<file path="src/rtl/smart_light_ctrl.sv">
// smart_light_ctrl
//
// Multi-channel motion-activated lighting controller. Each channel takes a raw
// PIR sensor bit, synchronises and debounces it, and runs a detect/hold state
// machine that keeps the light on while motion is present and for a fixed
// hold time afterwards. Motion seen again during the hold time restarts it.
// A channel that is not enabled is held idle. A global override forces every
// light on without disturbing any channel's state.
//
// Ports
//   clk         system clock (single clock domain)
//   reset       synchronous, active-high reset
//   pir_in      raw asynchronous PIR inputs, one bit per channel
//   ch_enable   per-channel enable; 0 forces the channel to IDLE
//   force_on    global manual override; all lights on while high
//   led_out     registered light drive per channel
//   motion_evt  one-cycle pulse per accepted detection, per channel
//   any_active  registered OR of all channels that are not IDLE (ignores force_on)
//
// Channel FSM
//   state    | meaning
//   ---------+-------------------------------------------------------------
//   IDLE     | no motion, light off (unless force_on)
//   DETECTED | filtered PIR high, light on
//   HOLD     | PIR has dropped, light kept on while hold counter runs down
//
// Timing: a PIR rise first sampled at edge 1 reaches the filtered level after
// edge DEB_CYCLES+2, and the light and event pulse appear after edge
// DEB_CYCLES+3. After the filtered level falls, the light stays on for
// HOLD_TIME+1 cycles in HOLD.

module smart_light_ctrl #(
    parameter int NUM_CH     = 2,
    parameter int HOLD_TIME  = 50_000_000,
    parameter int CNT_W      = 26,
    parameter int DEB_CYCLES = 4,
    parameter int DEB_W      = 3
) (
    input  logic              clk,
    input  logic              reset,
    input  logic [NUM_CH-1:0] pir_in,
    input  logic [NUM_CH-1:0] ch_enable,
    input  logic              force_on,
    output logic [NUM_CH-1:0] led_out,
    output logic [NUM_CH-1:0] motion_evt,
    output logic              any_active
);

    typedef enum logic [1:0] {
        S_IDLE     = 2'd0,
        S_DETECTED = 2'd1,
        S_HOLD     = 2'd2
    } state_t;

    localparam logic [CNT_W-1:0] HOLD_LOAD = CNT_W'(HOLD_TIME);
    localparam logic [DEB_W-1:0] DEB_LAST  = DEB_W'(DEB_CYCLES - 1);

    // Input conditioning
    logic [NUM_CH-1:0] sync_1;
    logic [NUM_CH-1:0] sync_2;
    logic [NUM_CH-1:0] pir_f;
    logic [DEB_W-1:0]  deb_cnt [NUM_CH];

    // Channel state machines
    state_t            state      [NUM_CH];
    state_t            state_nxt  [NUM_CH];
    logic [CNT_W-1:0]  hold_cnt     [NUM_CH];
    logic [CNT_W-1:0]  hold_cnt_nxt [NUM_CH];
    logic [NUM_CH-1:0] evt_nxt;
    logic [NUM_CH-1:0] active_nxt;

    // ------------------------------------------------------------------
    // Two-flop synchroniser on the raw PIR pins
    // ------------------------------------------------------------------
    always_ff @(posedge clk) begin
        if (reset) begin
            sync_1 <= '0;
            sync_2 <= '0;
        end else begin
            sync_1 <= pir_in;
            sync_2 <= sync_1;
        end
    end

    // ------------------------------------------------------------------
    // Debounce: the filtered level only follows the synchronised input
    // after DEB_CYCLES consecutive samples that disagree with it. Any
    // agreeing sample restarts the count.
    // ------------------------------------------------------------------
    always_ff @(posedge clk) begin
        if (reset) begin
            pir_f <= '0;
            for (int i = 0; i < NUM_CH; i++) begin
                deb_cnt[i] <= '0;
            end
        end else begin
            for (int i = 0; i < NUM_CH; i++) begin
                if (sync_2[i] == pir_f[i]) begin
                    deb_cnt[i] <= '0;
                end else if (deb_cnt[i] == DEB_LAST) begin
                    pir_f[i]   <= ~pir_f[i];
                    deb_cnt[i] <= '0;
                end else begin
                    deb_cnt[i] <= deb_cnt[i] + 1'b1;
                end
            end
        end
    end

    // ------------------------------------------------------------------
    // Channel FSM next-state logic. Disabling a channel overrides every
    // other transition and never produces an event.
    // ------------------------------------------------------------------
    always_comb begin
        evt_nxt    = '0;
        active_nxt = '0;
        for (int i = 0; i < NUM_CH; i++) begin
            state_nxt[i]    = state[i];
            hold_cnt_nxt[i] = hold_cnt[i];

            if (!ch_enable[i]) begin
                state_nxt[i] = S_IDLE;
            end else begin
                case (state[i])
                    S_IDLE: begin
                        if (pir_f[i]) begin
                            state_nxt[i] = S_DETECTED;
                            evt_nxt[i]   = 1'b1;
                        end
                    end
                    S_DETECTED: begin
                        if (!pir_f[i]) begin
                            state_nxt[i]    = S_HOLD;
                            hold_cnt_nxt[i] = HOLD_LOAD;
                        end
                    end
                    S_HOLD: begin
                        // Retrigger wins over expiry; the full hold time is
                        // reloaded when the filtered level next falls.
                        if (pir_f[i]) begin
                            state_nxt[i] = S_DETECTED;
                            evt_nxt[i]   = 1'b1;
                        end else if (hold_cnt[i] == '0) begin
                            state_nxt[i] = S_IDLE;
                        end else begin
                            hold_cnt_nxt[i] = hold_cnt[i] - 1'b1;
                        end
                    end
                    default: begin
                        state_nxt[i] = S_IDLE;
                    end
                endcase
            end

            active_nxt[i] = (state_nxt[i] != S_IDLE);
        end
    end

    // ------------------------------------------------------------------
    // State register and registered outputs. Outputs are taken from the
    // next-state values so the light follows a transition on the same edge.
    // Reset clears the lights even while force_on is high.
    // ------------------------------------------------------------------
    always_ff @(posedge clk) begin
        if (reset) begin
            for (int i = 0; i < NUM_CH; i++) begin
                state[i]    <= S_IDLE;
                hold_cnt[i] <= '0;
            end
            led_out    <= '0;
            motion_evt <= '0;
            any_active <= 1'b0;
        end else begin
            for (int i = 0; i < NUM_CH; i++) begin
                state[i]    <= state_nxt[i];
                hold_cnt[i] <= hold_cnt_nxt[i];
            end
            led_out    <= {NUM_CH{force_on}} | active_nxt;
            motion_evt <= evt_nxt;
            any_active <= |active_nxt;
        end
    end

endmodule

</file>
<file path="config.mk">
export PLATFORM = sky130hd
export DESIGN_NAME = smart_light_ctrl
export DESIGN_NICKNAME = d
export VERILOG_FILES = /design/src/rtl/smart_light_ctrl.sv
export SDC_FILE = /design/constraint.sdc
export NUM_CORES = 1
export LEC_CHECK = 0
export ABC_CLOCK_PERIOD_IN_PS = 4190
export CORE_UTILIZATION = 40
export DETAILED_ROUTE_END_ITERATION = 8
export SYNTH_ARGS = -nofsm -noshare
export SYNTH_HDL_FRONTEND = slang
export SYNTH_SLANG_ARGS = --single-unit
</file>
<file path="constraint.sdc">
create_clock -name clk -period 4.19 [get_ports clk]
set_input_delay 0.838 -clock clk [delete_from_list [all_inputs] [get_ports clk]]
set_output_delay 0.838 -clock clk [all_outputs]
set_load 0.02 [all_outputs]
</file>
==> impl_results.md <==
* Outcome: finished, final reports clean
* Die Span Y at 96.3 µm
* Worst r2r path cells at 7
* CP Launch Type: primary input
* Core Box Area at 8680 µm²
* RSZ-0062 raised after global routing: no
* Asr flop ratio synth at 0
* CP peak stage delay at slightly above 600 ps
* Worst-path clk slew at around 80 ps
* Minimum clock period at 2870 ps
* Die Wd at slightly below 100 µm
* Power per cell area at 318 nW/µm²
* Post-CTS Resized at 0
* Worst-skew pair later-pin latency at roughly 340 ps
* H-Tree Depth at 3
* Layout cells sized above 1 at 0.0993
* Starting DRT DRC Count at around 110
* Via density at between 5 and 6
* # fillers at ~880
* Worst-Margin Slew at between 700 and 800 ps
* Fin Clk Skew at ~13 ps
* Crit-path max FO at 22
* First-pass GRT wire length at ~13000 µm
* Final Max Tran Viols at 0
* YS warnings at 0
* VDD IR max at about 130 µV
* CP endpoint: hold_cnt[0][46]$_SDFFE_PP0P_
* Setup violators final at 0
* Placer's final routability congestion estimate at slightly above 0.8
* Max-slew headroom at 0.516
* Post-synthesis sequential area ratio at 0.428
* Crit path from: ch_enable[1]
* Detail Route Antenna Nets at 0
* Critical path arrival at 3130 ps
* Reg2reg end: hold_cnt[0][48]$_SDFFE_PP0P_
* Initial Util at 0.410
* Leakage power at between 0.0015 and 0.002 µW
* First-pass DRT Iterations at 4
* Synth area leaders: dfxtp_1 (38%), or4_1 (5.3%), edfxtp_1 (5.1%)
* Drt wl/cell at between 10 and 15 µm
* Root buffer cell: clkbuf_8
* CTS Buffer Depth at 2
* # diodes at 0
* Number of global-route vias before repair at between 2000 and 3000
* Number of antenna violations at the first check in global routing at 0
* Synth Register Bits at 73
* Final Hold Violating Endpoints at 0
* Hold crit path type: reg2reg
* Slowest cell on crit path: or4b_2
* Final std cells w/o fill at roughly 530
* Post-CTS repair timing setup buffer count at 0
* Number of CTS-inserted buffers at 9
* DR vias at 3076
* Leading area contributor after synthesis: dfxtp_1
* Number of hold buffers added after CTS at 0
* Number of enable flip-flop cells after synthesis at 6
* Worst path cell trace: clkdlybuf4s50_1 -> nand2b_1 -> or2_2 -> or2_2 -> or4b_2 -> a31oi_1
* Largest net degree at the start of global routing at 29
* Fin nets at about 430
* Ys flop type: dfxtp_1
* Reg-to-Reg Start: hold_cnt[0][26]$_SDFFE_PP0P_
* Worst setup EP type: flop
* Post-Route WL at between 7000 and 8000 µm
* Crit path depth at 6
* Critical path's most frequent cell: or2_2
* Required time of the critical path at 4450 ps
* Final Power at between 1000 and 1500 µW
* Share of the synthesized area in the top cell type at 0.377
* Grt ovf at 0
* Top delay family on crit path: simple AND/OR/NAND/NOR gates
* Buffers & Inverters on Critical Path at 1
* Fin Setup TNS at 0 ps
* Critical path class: in2reg
* Netlist cell types at slightly below 50
* IO buf count at 11
* Netlist Area Pre-Place at roughly 3600 µm²
* CTS tree: yes
* GRT Resource Usage Total at 0.182
* I/O pin count at 12
* Site Rows at 34
* Syn Area/Cell at between 8 and 9 µm²
* Remaining DRCs at 0
* Die footprint at about 9300 µm²
* Max Clk Rate at ~350 MHz
* Mapped Cells at roughly 400
* CTS Sinks at 73
* Max-cap violation count at 0
* Slack of the worst reg-to-reg path at 1580 ps
* Synth-to-Final Area Change at 11.7%
* Hpwl dp at ~5300 µm
* Final period util at 0.684
* Placed insts at just over 500
worst min-delay path by stage:
stage,start,to,slack [ps],cells past startpoint
finish,sync_1[1]$_SDFF_PP0_,sync_2[1]$_SDFF_PP0_,430,1
global route,sync_1[1]$_SDFF_PP0_,sync_2[1]$_SDFF_PP0_,450,1
CTS,sync_1[1]$_SDFF_PP0_,sync_2[1]$_SDFF_PP0_,440,1
detailed placement,sync_1[0]$_SDFF_PP0_,sync_2[0]$_SDFF_PP0_,430,1
global placement,sync_1[0]$_SDFF_PP0_,sync_2[0]$_SDFF_PP0_,420,1
floorplan,sync_1[0]$_SDFF_PP0_,sync_2[0]$_SDFF_PP0_,410,1
Yosys cell counts (4+ instances only):
| master | instances |
|---|---|
| or2_2 | 9 |
| nand4_1 | 7 |
| o211ai_1 | 5 |
| a31oi_1 | 16 |
| nor2_1 | 35 |
| mux2i_1 | 4 |
| o21ai_0 | 14 |
| o31ai_1 | 14 |
| dfxtp_1 | 67 |
| clkbuf_1 | 15 |
| inv_1 | 12 |
| or3_1 | 23 |
| nand2b_1 | 7 |
| xnor2_1 | 6 |
| nand2_1 | 18 |
| and4_1 | 4 |
| nor3_1 | 16 |
| ha_1 | 6 |
| nor4_1 | 12 |
| nand3_1 | 6 |
| nor2b_1 | 6 |
| edfxtp_1 | 6 |
| xor2_1 | 9 |
| or4_1 | 25 |
| a21oi_1 | 24 |
metrics by stage:
step | instance area, µm² | util | hold slack, ps | setup slack [ps]
finish | 3970 | 0.458 | 432 | 1320
global route | 3970 | 0.458 | 453 | 1240
CTS | 3970 | 0.458 | 438 | 1340
detailed placement | 3790 | 0.437 | 431 | 996
global placement | 3790 | 0.437 | 417 | 1040
floorplan | 3570 | - | 414 | 1720
routing by layer:
metal	wire, µm	global-route usage	up-vias	share of wire
li1	-	-	1562	-
met1	3940	0.253	1457	0.50
met2	3460	0.280	50	0.44
met3	340	0.0450	7	0.044
met4	69	0.0473	0	0.0088
met5	0	0	-	0
where the power goes:
part	switching (µW)	internal [µW]	leakage [µW]
Clock	258	246	0.0000894
Sequential	3.38	709	0.000603
Combinational	29.0	17.5	0.000829
Total	291	973	0.00152
cells in the final DEF (no fill, tap or decap), types with 6 or more instances in the layout:
cell type        synthesis  final
inv_1                   12     12
a31oi_1                 16     16
ha_1                     6      6
buf_4                    0      7
o21ai_0                 14     14
a21oi_1                 24     24
or3_1                   23     23
nor4_1                  12     11
xor2_1                   9      9
dfxtp_1                 67     67
clkbuf_8                 0     11
edfxtp_1                 6      6
o31ai_1                 14     14
nand2b_1                 7      7
nor2b_1                  6      6
nor2_1                  35     35
nor3_1                  16     16
xnor2_1                  6      6
or4_1                   25     25
nand3_1                  6      6
nand4_1                  7      7
clkdlybuf4s50_1          0     10
or2_2                    9      9
nand2_1                 18     18
conb_1                   1      6
area by class of cell:
| class | count | area, µm² | share of cell area |
|---|---|---|---|
| clock buffer | 13 | 159 | 0.0400 |
| clock inverter | 3 | 17.5 | 0.00441 |
| multi-input combinational | 304 | 1940 | 0.487 |
| inverter | 12 | 45.0 | 0.0113 |
| timing repair buffer | 18 | 158 | 0.0397 |
| tap | 108 | 135 | 0.0340 |
| sequential | 73 | 1520 | 0.383 |
registers in the layout, indices dropped and copies added (netlist names):
name        cells
pir_f           2
hold_cnt       52
sync_1          2
any_active      1
motion_evt      2
sync_2          2
deb_cnt         6
led_out         2
state           4
cell families (layout without fill, tap and decap cells):
group | Yosys count | count (layout) | share of synthesized area
DFF | 73 | 73 | 0.428
AOI/OAI and AO/OA | 88 | 88 | 0.158
other | 1 | 6 | 0.00105
buffers and inverters | 30 | 46 | 0.0345
and+or+nand+nor | 185 | 185 | 0.309
xor gates and xnor gates | 15 | 15 | 0.0370
muxes | 4 | 4 | 0.0113
adders and majority gates | 6 | 6 | 0.0211
Power figures use the tool's default switching activity.
